<file path="config.mk">
export PLATFORM = sky130hd
export DESIGN_NAME = shift_sequencer
export DESIGN_NICKNAME = d
export VERILOG_FILES = /design/src/rtl/shift_pkg.sv /design/src/rtl/shift_timebase.sv /design/src/rtl/shift_sequencer.sv
export SDC_FILE = /design/constraint.sdc
export NUM_CORES = 1
export LEC_CHECK = 0
export BUFFER_PORTS_ARGS = -buffer_cell sky130_fd_sc_hd__buf_2
export CAP_MARGIN = 25
export CORE_ASPECT_RATIO = 1.25
export CORE_MARGIN = 2
export CORE_UTILIZATION = 40
export DETAILED_ROUTE_END_ITERATION = 8
export SETUP_SLACK_MARGIN = 0.15
export SLEW_MARGIN = 20
export SYNTH_ARGS = -nofsm -noshare
export SYNTH_HDL_FRONTEND = slang
export SYNTH_HIERARCHICAL = 1
export SYNTH_SLANG_ARGS = --single-unit
export TNS_END_PERCENT = 1
</file>
<file path="constraint.sdc">
create_clock -name clk -period 2.48 [get_ports clk]
set_input_delay 0.124 -clock clk [delete_from_list [all_inputs] [get_ports clk]]
set_output_delay 0.124 -clock clk [all_outputs]
set_load 0.02 [all_outputs]
</file>
<file path="src/rtl/shift_pkg.sv">
// Shared types and default sizing for the shift sequencer and its timebase.
package shift_pkg;

  localparam int DEFAULT_WIDTH = 32;
  localparam int DEFAULT_DIV   = 4;

  typedef enum logic [2:0] {
    ST_IDLE,
    ST_LOAD,
    ST_SHIFT_LO,
    ST_SHIFT_HI,
    ST_STORE,
    ST_DONE
  } state_e;

endpackage

</file>
<file path="src/rtl/shift_timebase.sv">
// DIV-cycle phase divider: phase_end is high on the last cycle of each phase,
// and the count restarts whenever the sequencer changes state.
module shift_timebase
  import shift_pkg::*;
#(
  parameter int DIV = DEFAULT_DIV
) (
  input  logic clk,
  input  logic reset,
  input  logic restart,
  output logic phase_end
);

  localparam int CNT_W = (DIV > 1) ? $clog2(DIV) : 1;
  localparam logic [CNT_W-1:0] LAST_CNT = CNT_W'(DIV - 1);

  logic [CNT_W-1:0] cnt_q, cnt_d;

  assign phase_end = (cnt_q == LAST_CNT);

  always_comb begin
    cnt_d = cnt_q + 1'b1;
    if (restart || phase_end) begin
      cnt_d = '0;
    end
  end

  always_ff @(posedge clk) begin
    if (reset) begin
      cnt_q <= '0;
    end else begin
      cnt_q <= cnt_d;
    end
  end

endmodule

</file>
<file path="src/rtl/shift_sequencer.sv">
// Drives an external parallel-in chain (read) and serial-in chain (write)
// with a shared divided shift clock; one transaction at a time.
module shift_sequencer
  import shift_pkg::*;
#(
  parameter int WIDTH = DEFAULT_WIDTH,
  parameter int DIV   = DEFAULT_DIV
) (
  input  logic             clk,
  input  logic             reset,
  input  logic             go_read,
  input  logic             go_write,
  input  logic [WIDTH-1:0] write_data,
  input  logic             serial_in,
  output logic             ready,
  output logic             shift_clk,
  output logic             serial_out,
  output logic             load_n,
  output logic             store,
  output logic [WIDTH-1:0] read_data,
  output logic             read_valid
);

  localparam int BIT_W = $clog2(WIDTH);
  localparam logic [BIT_W-1:0] LAST_BIT = BIT_W'(WIDTH - 1);

  state_e           state_q, state_d;
  logic             is_read_q, is_read_d;
  logic [BIT_W-1:0] bit_q, bit_d;
  logic [WIDTH-1:0] sreg_q, sreg_d;
  logic [WIDTH-1:0] read_data_q, read_data_d;
  logic             ready_q, ready_d;
  logic             shift_clk_q, shift_clk_d;
  logic             serial_out_q, serial_out_d;
  logic             load_n_q, load_n_d;
  logic             store_q, store_d;
  logic             read_valid_q, read_valid_d;
  logic             phase_end;
  logic             restart;

  assign restart = (state_d != state_q);

  shift_timebase #(.DIV(DIV)) u_timebase (
    .clk       (clk),
    .reset     (reset),
    .restart   (restart),
    .phase_end (phase_end)
  );

  always_comb begin
    state_d     = state_q;
    is_read_d   = is_read_q;
    bit_d       = bit_q;
    sreg_d      = sreg_q;
    read_data_d = read_data_q;
    unique case (state_q)
      ST_IDLE: begin
        if (go_read) begin
          state_d   = ST_LOAD;
          is_read_d = 1'b1;
          sreg_d    = '0;
          bit_d     = '0;
        end else if (go_write) begin
          state_d   = ST_SHIFT_LO;
          is_read_d = 1'b0;
          sreg_d    = write_data;
          bit_d     = '0;
        end
      end
      ST_LOAD: begin
        if (phase_end) begin
          state_d = ST_SHIFT_LO;
          bit_d   = '0;
        end
      end
      ST_SHIFT_LO: begin
        // Sample just before shift_clk rises so the chain output is settled.
        if (phase_end) begin
          state_d = ST_SHIFT_HI;
          if (is_read_q) begin
            sreg_d = {sreg_q[WIDTH-2:0], serial_in};
          end
        end
      end
      ST_SHIFT_HI: begin
        if (phase_end) begin
          if (!is_read_q) begin
            sreg_d = {sreg_q[WIDTH-2:0], 1'b0};
          end
          if (bit_q == LAST_BIT) begin
            bit_d = '0;
            if (is_read_q) begin
              state_d     = ST_DONE;
              read_data_d = sreg_q;
            end else begin
              state_d = ST_STORE;
            end
          end else begin
            bit_d   = bit_q + 1'b1;
            state_d = ST_SHIFT_LO;
          end
        end
      end
      ST_STORE: begin
        if (phase_end) begin
          state_d = ST_DONE;
        end
      end
      ST_DONE: begin
        state_d = ST_IDLE;
      end
      default: begin
        state_d = ST_IDLE;
      end
    endcase
  end

  // Outputs are decoded from the next state so the registered pins line up with state_q.
  always_comb begin
    ready_d      = (state_d == ST_IDLE);
    shift_clk_d  = (state_d == ST_SHIFT_HI);
    load_n_d     = (state_d != ST_LOAD);
    store_d      = (state_d == ST_STORE);
    read_valid_d = (state_d == ST_DONE) && is_read_d;
    serial_out_d = ((state_d == ST_SHIFT_LO) || (state_d == ST_SHIFT_HI))
                   && !is_read_d && sreg_d[WIDTH-1];
  end

  always_ff @(posedge clk) begin
    if (reset) begin
      state_q      <= ST_IDLE;
      is_read_q    <= 1'b0;
      bit_q        <= '0;
      sreg_q       <= '0;
      read_data_q  <= '0;
      ready_q      <= 1'b1;
      shift_clk_q  <= 1'b0;
      serial_out_q <= 1'b0;
      load_n_q     <= 1'b1;
      store_q      <= 1'b0;
      read_valid_q <= 1'b0;
    end else begin
      state_q      <= state_d;
      is_read_q    <= is_read_d;
      bit_q        <= bit_d;
      sreg_q       <= sreg_d;
      read_data_q  <= read_data_d;
      ready_q      <= ready_d;
      shift_clk_q  <= shift_clk_d;
      serial_out_q <= serial_out_d;
      load_n_q     <= load_n_d;
      store_q      <= store_d;
      read_valid_q <= read_valid_d;
    end
  end

  assign ready      = ready_q;
  assign shift_clk  = shift_clk_q;
  assign serial_out = serial_out_q;
  assign load_n     = load_n_q;
  assign store      = store_q;
  assign read_data  = read_data_q;
  assign read_valid = read_valid_q;

endmodule

</file>
---- Word-level counts from Yosys, hierarchy flattened ----
Cells that the tools add are included.
cells by class
  muxes and demuxes ....................... 25
  add/subtract/negate cells ............... 2
  reduce and logical (&&, ||, !) cells .... 14
  equal/unequal tests ..................... 18
operators with widths
  cell                 number
  $mux 32              6
  $pmux 32 s3          1
  $mux 5               5
  $mux 3               7
  $pmux 3 s5           1
  $pmux 5 s3           1
  $eq 3x2->1 const B   4
  $eq 3x3->1 const B   3
  $reduce_and 4->1     2
  $logic_not 3->1      2
  $ne 2x1->1 const B   3
  $reduce_and 6->1     1
  $reduce_bool 3->1    2
  $add 5x1->5 const B  1
  $eq 5x5->1 const B   1
  $mux 1               4
  $ne 2x2->1 const B   2
  $eq 3x1->1 const B   1
  $logic_and 1x1->1    3
  $ne 3x1->1 const B   1
  $ne 3x3->1           1
  $ne 3x3->1 const B   1
  $add 2x1->2 const B  1
  $eq 2x2->1 const B   1
  other kinds (3)      4
word-level totals
  register bits after elaboration ......... 81
  logic and storage cells ................. 72
  output and inout port bits .............. 38

---- Logic depth before layout (Yosys ltp) ----
Gate-level depths: netlist of the first run.
  word-level depth ........................ 8
  depth in mapped cells ................... 9
  depth with buffers taken out ............ 7

---- Hierarchy ----
The synthesis of the first run kept the hierarchy.
by module, submodules not included
  module           seq. area each (sq um)  times used  cells each  area each (sq um)
  shift_sequencer  1581.5                  1           353         3178.0
  shift_timebase   40.0                    1           5           80.1

---- Worst setup path after synthesis of the first run ----
OpenSTA, ideal clock, no wires.
  path type ............................... register -> register
  start point ............................. register bit_q[0]
  end point ............................... register u_timebase.cnt_q[1]
  setup time .............................. 0.127 ns
  period minus slack after synthesis ...... 1.991 ns
  arrival time ............................ 1.864 ns
  data required time ...................... 2.353 ns
  setup slack ............................. 0.489 ns
  cell stages (with the launch flop) ...... 10
  path through ............................ dfxtp_1 ha_1 and3_1 ha_1 clkbuf_1 nand4_1 and4_4 buf_6 mux2i_1 nor4b_2
on the way
  word-level cells in the longest chain between the ends .. 7
RTL lines
  item                              line                    RTL
  from (decl)                       shift_sequencer.sv:29   logic [BIT_W-1:0] bit_q, bit_d;
  from (signal assigned)            shift_sequencer.sv:145  bit_q <= bit_d;
  $eq 5x5->1                        shift_sequencer.sv:90   if (bit_q == LAST_BIT) begin
  $mux 3                            shift_sequencer.sv:90
  $mux 3                            shift_sequencer.sv:86   if (phase_end) begin
  $pmux 3 s5                        shift_sequencer.sv:56   unique case (state_q)
  $ne 3x3->1                        shift_sequencer.sv:41   assign restart = (state_d != state_q);
  named net restart                 shift_sequencer.sv:39   logic restart;
  $logic_or 1x1->1                  shift_timebase.sv:23    if (restart || phase_end) begin
  $reduce_or 2->1 (no source line)  n/a
  to (signal assigned)              shift_timebase.sv:32    cnt_q <= cnt_d;
  to (decl)                         shift_timebase.sv:17    logic [CNT_W-1:0] cnt_q, cnt_d;
The timed path passes the listed nets, and every way through them passes these cells.
A chain may end at the register's enable or synchronous reset.

---- Final worst setup path of the first run ----
  start point ............................. register u_timebase.cnt_q[0]
  end point ............................... register u_timebase.cnt_q[0]
on the way
  word-level cells in the longest chain between the ends .. 6
  elaborated cells on any way between the ends .. 10
  classes of those cells .................. 1 x add/sub; 2 x eq/ne; 5 x mux; 2 x reduce/logical
RTL lines
  item                                line                   RTL
  $eq 2x2->1 *                        shift_timebase.sv:19   assign phase_end = (cnt_q == LAST_CNT);
  named net phase_end                 shift_sequencer.sv:38  logic phase_end;
  $mux 3 (on tied branches)           n/a
  $pmux 3 s5 *                        shift_sequencer.sv:56
  $ne 3x3->1 *                        shift_sequencer.sv:41
  named net restart                   shift_sequencer.sv:39
  $logic_or 1x1->1 *                  shift_timebase.sv:23
  $reduce_or 2->1 (no source line) *  n/a
The timed path passes the listed nets; every way through them passes the cells marked *.

==> run summary, run 1 <==
The run finished with clean final reports. The tools report the reg-to-reg critical path endpoint as u_timebase/cnt_q[0]. Share of the synthesized area in the top cell type: 49.8%.

Setup repair after global routing left no endpoint under its margin. The die covers 8890 µm². After detailed placement, the total cell area comes to 3660 µm². Final hold analysis gives a worst-case slack of 0.0283 ns. The floorplan has 36 rows. The number of global-route vias before repair is 2690, and the area added between synthesis and finish is 19.5%.

In the synthesized netlist the dominant register cell turns out to be sky130_fd_sc_hd__dfxtp_1. The run gives 47.6% as the tightest slew margin relative to the limit. The floorplan step defined a core boundary enclosing 7840 µm². The run gives 6 as the number of warnings printed during yosys synthesis.

The worst hold path begins at reset. Once the floorplan was initialized, standard cells occupied 41.6% of the core. After detailed routing, the met3 layer carries 503 µm of wire. The synthesized design contains 0 enable-type register cells.

TritonCTS built the clock tree. STA classifies the critical path endpoint as a flip-flop. The logs give 49 for the distinct cell type count of the synthesized netlist and 0 for the antenna diode count. Wires add up to 7910 µm. The vertical extent of the die is 105 µm. The period utilization came out at 83.5%. Setup total negative slack on the finished layout was measured at 0 ns.

Data on the critical path arrives at its endpoint at 2.33 ns. The worst hold path belongs to the class in -> reg. The x dimension of the die works out to 84.7 µm. The wire-length estimate of the detail-placed layout is 5120 µm. The design draws 2720 µW. Measured in cells, the most critical reg-to-reg path has a length of 6. The first routing iteration left 86 violations. The tree is rooted in a sky130_fd_sc_hd__clkbuf_8. At the pin with the least slew margin, the transition time is 0.785 ns. The logs give 0 for the setup violation total in the final timing report and 0 for the global route total overflow. Derived from the worst setup path, the maximum achievable clock frequency is 0.483 GHz. Leaving out fill and tap cells, the most frequent cell in the layout is sky130_fd_sc_hd__dfxtp_1.

Across the run, the number of max-cap violations was 0. The largest net degree at the start of global routing is 45. In this run the mean area of a mapped cell was 9.10 µm². The tools report the count of nets left with antenna violations after detail routing as 0.

The logs give 0 for the initial antenna violation count and 4 for the first-pass iteration count of the detailed router. Post-CTS repair changed the size of 0 cells. For the wire length on met2, the log shows 3660 µm.

The tools report the hold buffer count at cts as 0. The logs give 0.391 mV for the maximum vdd ir drop and 0.0129 ns for the worst setup skew after layout. The depth of the worst hold-timing path came out at 2.

The register bit total from synthesis is 81. Buffers placed on the I/O ports in this run total 74. Buffers inserted during clock tree synthesis total 9. Across all register-to-register paths, the minimum setup slack is 0.41 ns.

The clock reaches the later pin of the worst-skew pair after 0.35 ns. The total I/O pin count was 75; the summed instance area of the synthesized netlist was 3260 µm². The clock passes through at most 2 buffers. After filler insertion, the fill cell instance count of the layout stands at 813.

In this run the static leakage power is 0.00149 µW. The global-route wire length before repair was 13100 µm. The top cell types in the final layout, fill and taps aside, are 81 x sky130_fd_sc_hd__dfxtp_1, 74 x sky130_fd_sc_hd__buf_2, 68 x sky130_fd_sc_hd__nand2_1, 41 x sky130_fd_sc_hd__a21oi_1.

Before CTS, the worst setup slack after placement is 0.407 ns. Maximum net fanout on the critical path: 13. Summed over all instances, the cell type with the most area after synthesis is sky130_fd_sc_hd__dfxtp_1.

The global router's overall resource usage was 18.1%; the proportion of synthesized chip area in sequential cells was 49.8%. In the final routed layout, each cell accounts on average for 15.3 µm. For the number of nets at the end of the flow, the log shows 457. By area the synthesized netlist is led by sky130_fd_sc_hd__dfxtp_1 50%, sky130_fd_sc_hd__o2bb2ai_1 8.3%, sky130_fd_sc_hd__nand2_1 7.8%, sky130_fd_sc_hd__a22oi_1 7.1%, sky130_fd_sc_hd__a21oi_1 6.5%. For this run, design rule violations remaining after detail routing come to 0.

In the final routing, the length of wire on met1 measures 3690 µm. The detail-routed via count per cell works out to 5.46. Synthesis handed over a netlist of 358 instances.

After clock tree synthesis, the clock-pin slew on the worst setup and hold paths is 0.08 ns. Uppermost layer routed: met4. The congestion estimate from routability-driven global placement came to 0.869. Counting flops with an async set or reset pin after synthesis yields a share of 0%.

The endpoint of the worst hold-timing path was load_n. The clock sink total came out at 81. Of the cells placed in the final design, the portion with a size suffix greater than 1 is 24.9%. The critical register-to-register path startpoint was u_timebase/cnt_q[0]. When the netlist entered floorplanning its net count stood at 398. The logs give 0 for the count of endpoints failing hold in the final timing report and 3890 µm² for the post-route cell area. The type of the worst setup path is reg -> reg. Final period demand of the worst path: 2.07 ns. The worst setup path is launched from a flip-flop. Setup slack on the critical path of the routed design comes to 0.409 ns. The number of H-tree branching levels was 3; the via total after detailed routing was 2825. Data on the critical path is required at its endpoint by 2.74 ns. The total power divided by cell area is 697 nW/µm². The max-slew violation count was 0. The number of buffers added for setup after CTS came out at 0.
## per-layer routing
layer,up-vias,global-route usage [%]
li1,1414,-
met1,1333,24.2
met2,73,28.5
met3,5,5.29
met4,0,5.10
met5,-,0
## flip-flops by register name (all words and copies together) (netlist names)
| name | flops |
|---|---|
| bit_q | 5 |
| is_read_q | 1 |
| load_n | 1 |
| read_data | 32 |
| read_valid | 1 |
| ready | 1 |
| serial_out | 1 |
| shift_clk | 1 |
| sreg_q | 32 |
| state_q | 3 |
| store | 1 |
| u_timebase/cnt_q | 2 |
## power breakdown
part / switching (µW) / total (µW) / internal [µW]
logic: 131 / 224 / 93.0
registers: 38.3 / 1370 / 1330
clock network: 469 / 1120 / 650
total: 638 / 2720 / 2080
## worst max-delay path by stage
stage	from	end	slack [ns]
2_1_floorplan	bit_q[0]	u_timebase/cnt_q[1]	0.49
3_3_place_gp	u_timebase/cnt_q[0]	u_timebase/cnt_q[1]	0.52
3_5_place_dp	u_timebase/cnt_q[0]	u_timebase/cnt_q[0]	0.41
4_1_cts	u_timebase/cnt_q[0]	u_timebase/cnt_q[0]	0.39
5_1_grt	u_timebase/cnt_q[0]	u_timebase/cnt_q[0]	0.23
6_report	u_timebase/cnt_q[0]	u_timebase/cnt_q[0]	0.41
## layout make-up
cell class | count | area [µm²] | area share, %
multi-input combinational | 243 | 1490 | 38.1
clock buffer | 12 | 165 | 4.24
sequential | 81 | 1620 | 41.6
tap | 95 | 119 | 3.05
timing repair buffer | 82 | 430 | 11.1
clock inverter | 4 | 73.8 | 1.90
## Yosys cell counts (2+ instances only)
cell type                   number
sky130_fd_sc_hd__buf_4           3
sky130_fd_sc_hd__and2_1          3
sky130_fd_sc_hd__a21o_1          2
sky130_fd_sc_hd__a21oi_1        42
sky130_fd_sc_hd__nor4_1          2
sky130_fd_sc_hd__buf_2          12
sky130_fd_sc_hd__a211oi_1        2
sky130_fd_sc_hd__nor2_1          9
sky130_fd_sc_hd__a22oi_1        31
sky130_fd_sc_hd__nand2_1        68
sky130_fd_sc_hd__o2bb2ai_1      31
sky130_fd_sc_hd__ha_1            3
sky130_fd_sc_hd__clkbuf_1       17
sky130_fd_sc_hd__nand3_1         2
sky130_fd_sc_hd__nor3_1          5
sky130_fd_sc_hd__dfxtp_1        81
sky130_fd_sc_hd__or4b_1          2
sky130_fd_sc_hd__o21ai_0         6
sky130_fd_sc_hd__nand2b_1        4
sky130_fd_sc_hd__nor2b_1         4
## cells by family (layout without fill, tap and decap cells)
| logic type | Yosys count | count (layout) | share of synthesized area [%] |
|---|---|---|---|
| and+or+nand+nor | 111 | 111 | 16.4 |
| AOI/OAI and AO/OA | 127 | 127 | 27.1 |
| DFF | 81 | 81 | 49.8 |
| adders and majority gates | 3 | 3 | 1.15 |
| buffers and inverters | 34 | 98 | 4.95 |
| muxes | 1 | 1 | 0.307 |
| xor gates and xnor gates | 1 | 1 | 0.269 |
## through the flow
stage | std cells | util [%]
floorplan | 358 | -
global placement | 501 | 46.6
detailed placement | 501 | 46.6
CTS | 517 | 49.7
global route | 517 | 49.7
finish | 517 | 49.7
## worst max-delay path, stage by stage (launching register included)
cell	delay, ns
sky130_fd_sc_hd__dfxtp_1	0.36
sky130_fd_sc_hd__ha_1	0.46
sky130_fd_sc_hd__nand2_2	0.15
sky130_fd_sc_hd__or3_1	0.36
sky130_fd_sc_hd__and4_4	0.24
sky130_fd_sc_hd__mux2i_1	0.16
sky130_fd_sc_hd__nor4_2	0.25
No activity file was read; power rests on OpenSTA's default activity.
==> run 2, diff against run 1 <==
--- a/config.mk
+++ b/config.mk
@@ -5,6 +5,7 @@
 export SDC_FILE = /design/constraint.sdc
 export NUM_CORES = 1
 export LEC_CHECK = 0
+export ABC_AREA = 1
 export BUFFER_PORTS_ARGS = -buffer_cell sky130_fd_sc_hd__buf_2
 export CAP_MARGIN = 25
 export CORE_ASPECT_RATIO = 1.25
==> constraint.sdc (replaced) <==
create_clock -name clk -period 2.1 [get_ports clk]
set_input_delay 0.105 -clock clk [delete_from_list [all_inputs] [get_ports clk]]
set_output_delay 0.105 -clock clk [all_outputs]
set_load 0.02 [all_outputs]
==> run 2 against run 1 <==
Setup slack got worse by 0.096 ns; die area is 12% higher; combinational power increased by 78%; hold slack gained 0.062 ns; clock power up 43%; final cell count grew 32%; non-clock buffer count grew 4; synthesized area up 13%; critical path depth rose by 4; critical path type unchanged; largest cell class is now multi-input combinational cells; highest routed layer unchanged.
==> run summary, run 2 <==
The run finished with clean final reports. The number of global-route vias before repair was 3131 (+16%); the placement-stage cell area was 4120 µm² (+13%). The via total after detailed routing is 3321 (+18%).

The proportion of synthesized flip-flops having asynchronous set or reset was 0% (unchanged); the tightest slew margin relative to the limit was 59.4% (+12 points). The number of buffers inserted by port buffering was 74 (unchanged); the post-route cell area was 4480 µm² (+15%). The run gives 0 (unchanged) as the setup violation total in the final timing report. The worst setup skew after layout was 0.00528 ns (-0.00762 ns).

For the violation count after the first detailed-route iteration, the log shows 180 (+110%). Cell internal power dissipation: 2730 µW (+32%). The logs give 3670 µm² (+13%) for the summed instance area of the synthesized netlist and 44.2% (+3.0 points) for the clock network power share. The logs give 0 ns (unchanged) for the total negative slack and 0.34 ns (about the same) for the clock latency at the later pin of the worst-skew pair.

The library cell used most frequently in the layout, excluding fill and tap cells, is sky130_fd_sc_hd__nor2_1. The tree is rooted in a sky130_fd_sc_hd__clkbuf_16. The floorplan core area was 9030 µm² (+15%); the period utilization was 85.1% (+1.6 points). The vertical extent of the die was 111 µm (+5.9%). The detail-routed via count per cell was 4.86 (-11%); the global router's overall resource usage was 17.6% (-0.53 points). Area of all sequential standard cells: 1620 µm² (about the same). The share of cells above drive strength 1 is 32.7% (+7.8 points). Clock slew at the register clock pins of the worst setup and hold paths: 0.06 ns (-0.02 ns). The tools report the maximum buffer depth of the clock tree as 2 (unchanged). The total power consumption of the routed design is 3630 µW (+34%), and the sequential cell fraction of total power is 44.8% (-5.8 points).

The run gives 2.01 ns (-0.32 ns) as the data arrival time at the worst-slack endpoint. The actual slew at the worst max-slew pin works out to 0.608 ns (-0.176 ns). The register bit total from synthesis came out at 81 (unchanged). The post-detailed-placement half-perimeter wirelength was 5750 µm (+12%); the final period demand of the worst path was 1.79 ns (-0.284 ns).

The tools report the full die area as 9970 µm² (+12%). The peak clock frequency supported by timing was 0.560 GHz (+16%); the final hold slack was 0.0901 ns (+0.0618 ns). The run gives 11.0% (+2.7 points) as the proportion of power drawn by combinational gates. In the synthesized netlist the dominant register cell turns out to be sky130_fd_sc_hd__dfxtp_1.

The most numerous cell type found on the critical path is sky130_fd_sc_hd__nand2_1. The tools report the area of combinational cells with multiple inputs as 1700 µm² (+15%). The critical path is of the reg -> reg type. In the layout the commonest cells are 112 x sky130_fd_sc_hd__nor2_1, 80 x sky130_fd_sc_hd__dfxtp_1, 74 x sky130_fd_sc_hd__buf_2, 50 x sky130_fd_sc_hd__inv_1, 38 x sky130_fd_sc_hd__a21oi_1.

Setup repair after global routing left no endpoint under its margin. Number of H-tree branching levels: 3 (unchanged). The tools report the max-slew violation count as 0 (unchanged). Distinct cell type count of the synthesized netlist: 28 (-43%). The stage delay of the slowest cell on the critical path was 0.36 ns (-0.10 ns); the synthesized area divided by synthesized cell count was 7.61 µm² (-16%). Yosys instantiated no cell more often than sky130_fd_sc_hd__nor2_1. The maximum net fanout on the critical path was 32 (+19). In the post-synthesis netlist, the biggest area contributors are sky130_fd_sc_hd__dfxtp_1 44%, sky130_fd_sc_hd__nor2_1 11%, sky130_fd_sc_hd__a21oi_2 7.2%, sky130_fd_sc_hd__nand2_2 5.3%, sky130_fd_sc_hd__inv_1 5.2%.

The number of standard cells after synthesis was 483 (+35%). The worst setup path is captured at a flip-flop. The tools report the initial antenna violation count as 0 (unchanged). The tools report the startpoint type of the worst setup path as a flip-flop. The final routed wire length divided by cell count was 12.5 µm (-18%); the global route total overflow was 0 (unchanged). TritonCTS built the clock tree. The path category of the worst min-delay check was in -> reg. The logs give 14400 µm (+9.6%) for the global-route wire length before repair and 75 (unchanged) for the total I/O pin count.

The antenna diode count came out at 0 (unchanged). For the count of nets left with antenna violations after detail routing, the log shows 0 (unchanged). The final wirelength was 8530 µm (+7.8%). The tools report the initial cell density of the core as 40.7% (-0.88 points). The routability congestion estimate from global placement was 0.856 (-1.5%); the number of enable flip-flop cells after synthesis was 0 (unchanged). For the number of nets at the end of the flow, the log shows 595 (+30%). The leakage dissipation came out at 0.00218 µW (+46%). For the maximum vdd ir drop, the log shows 0.432 mV (+10%). The critical path goes through ha_1 -> nand2_1 -> inv_1 -> nor2_4 -> nor2_4 -> nand2_8 -> nand2_1 -> nand2_1 -> nand2_1 -> nor2_1. The x dimension of the die works out to 89.7 µm (+5.9%). The critical-path cell with the highest stage delay was sky130_fd_sc_hd__ha_1.

The library cell occupying the most area in the post-synthesis netlist is sky130_fd_sc_hd__dfxtp_1. The largest net degree at the start of global routing came out at 41 (-8.9%). The run gives 0 (unchanged) as the hold buffer count at cts.

The run gives 9 (unchanged) as the number of CTS-inserted buffers. Required time at the worst-slack endpoint: 2.33 ns (-0.41 ns). Net count of the mapped netlist: 523 (+31%). Cell total after placement: 665 (+33%).

The commonest cells after synthesis are 112 x sky130_fd_sc_hd__nor2_1, 81 x sky130_fd_sc_hd__dfxtp_1, 51 x sky130_fd_sc_hd__inv_1. The share of the synthesized area in the top cell type works out to 44.1% (-5.6 points). The number of core rows is 39 (+8.3%), and the max capacitance violation total is 0 (unchanged). The switching power of the nets was 893 µW (+40%); the first-pass iteration count of the detailed router was 4 (unchanged). The total power divided by cell area was 809 nW/µm² (+16%); the total DRC errors in the routed layout was 0 (unchanged). The run gives 683 (+32%) as the final cell count without fillers. The switching share of total power was 24.6% (+1.1 points); the filler cell count in the final layout was 916 (+13%). The tools report the count of endpoints failing hold in the final timing report as 0 (unchanged).

Clock sink total: 81 (unchanged). The tools report the proportion of synthesized chip area in sequential cells as 44.1% (-5.6 points). The area added between synthesis and finish came out at 22.0%.

The number of warnings printed during yosys synthesis is 6 (unchanged).
-- run 2: cell count changes in the layout (fill, tap and decap cells not counted), sizes merged, moves of 4 or more --
cell / delta
a21oi: +26
a22oi: -31
buf: +4
inv: +55
nand2b: -4
nand3: +11
nand4: +5
nor2: +110
nor2b: -4
o21ai: +31
o2bb2ai: -31
-- run 2: timing repair --
action,4_1_cts,5_1_grt
setup endpoints to repair,33,35
pin swaps,1,3
setup buffers,1,1
cloned,0,0
resized for setup,2,9
-- run 2: final timing paths --
path / slack [ns] / depth (start not counted) / to / start
setup / recovery: 0.31 / 10 / serial_out / u_timebase/cnt_q[0]
hold / removal: 0.09 / 3 / sreg_q[0] / write_data[0]
setup reg to reg: 0.31 / 10 / serial_out / u_timebase/cnt_q[0]
hold reg to reg: 0.44 / 1 / u_timebase/cnt_q[0] / u_timebase/cnt_q[0]
-- run 2: per-layer routing --
| layer | routed length, µm | GRT usage, % |
|---|---|---|
| met5 | 0 | 0 |
| met4 | 156 | 7.90 |
| met3 | 397 | 3.54 |
| met2 | 4150 | 29.4 |
| met1 | 3830 | 21.8 |
-- run 2: layout make-up --
| class | count | share of cell area, % |
|---|---|---|
| clock buffers | 14 | 6.12 |
| repair buffers | 86 | 10.8 |
| clock inverters | 2 | 0.782 |
| flip-flops and latches | 81 | 36.2 |
| well taps | 123 | 3.43 |
| multi-input cells | 322 | 38.0 |
| inverters | 55 | 4.66 |
-- run 2: power groups by stage --
stage	combinational [µW]	clock, µW	sequential (µW)
after floorplan	339	0	1650
after global placement	389	0	1660
after detailed placement	393	0	1660
after CTS	396	1630	1620
after global routing	444	1700	1630
final	398	1600	1620
-- run 2: metrics by stage --
| stage | setup WS (ns) | util [%] |
|---|---|---|
| after floorplan | 0.365 | - |
| after CTS | 0.188 | 49.2 |
| after global placement | 0.222 | 45.7 |
| final | 0.313 | 49.6 |
| after global routing | 0.143 | 49.6 |
| after detailed placement | 0.111 | 45.7 |
-- run 2: cells by family after synthesis --
family,count (synthesis),synth area share (%)
buffers and inverters,80,10.1
flip-flops,81,44.1
AO/OA/AOI/OAI,107,17.7
adder cells (fa/ha/maj),3,1.02
AND/OR/NAND/NOR,212,27.0
-- run 2: worst max-delay path: cells and delay by family (launching register included) --
family,cells,cell delay (ns)
and+or+nand+nor,8,0.85
adders and majority gates,1,0.36
DFF,1,0.34
buffers and inverters,1,0.12
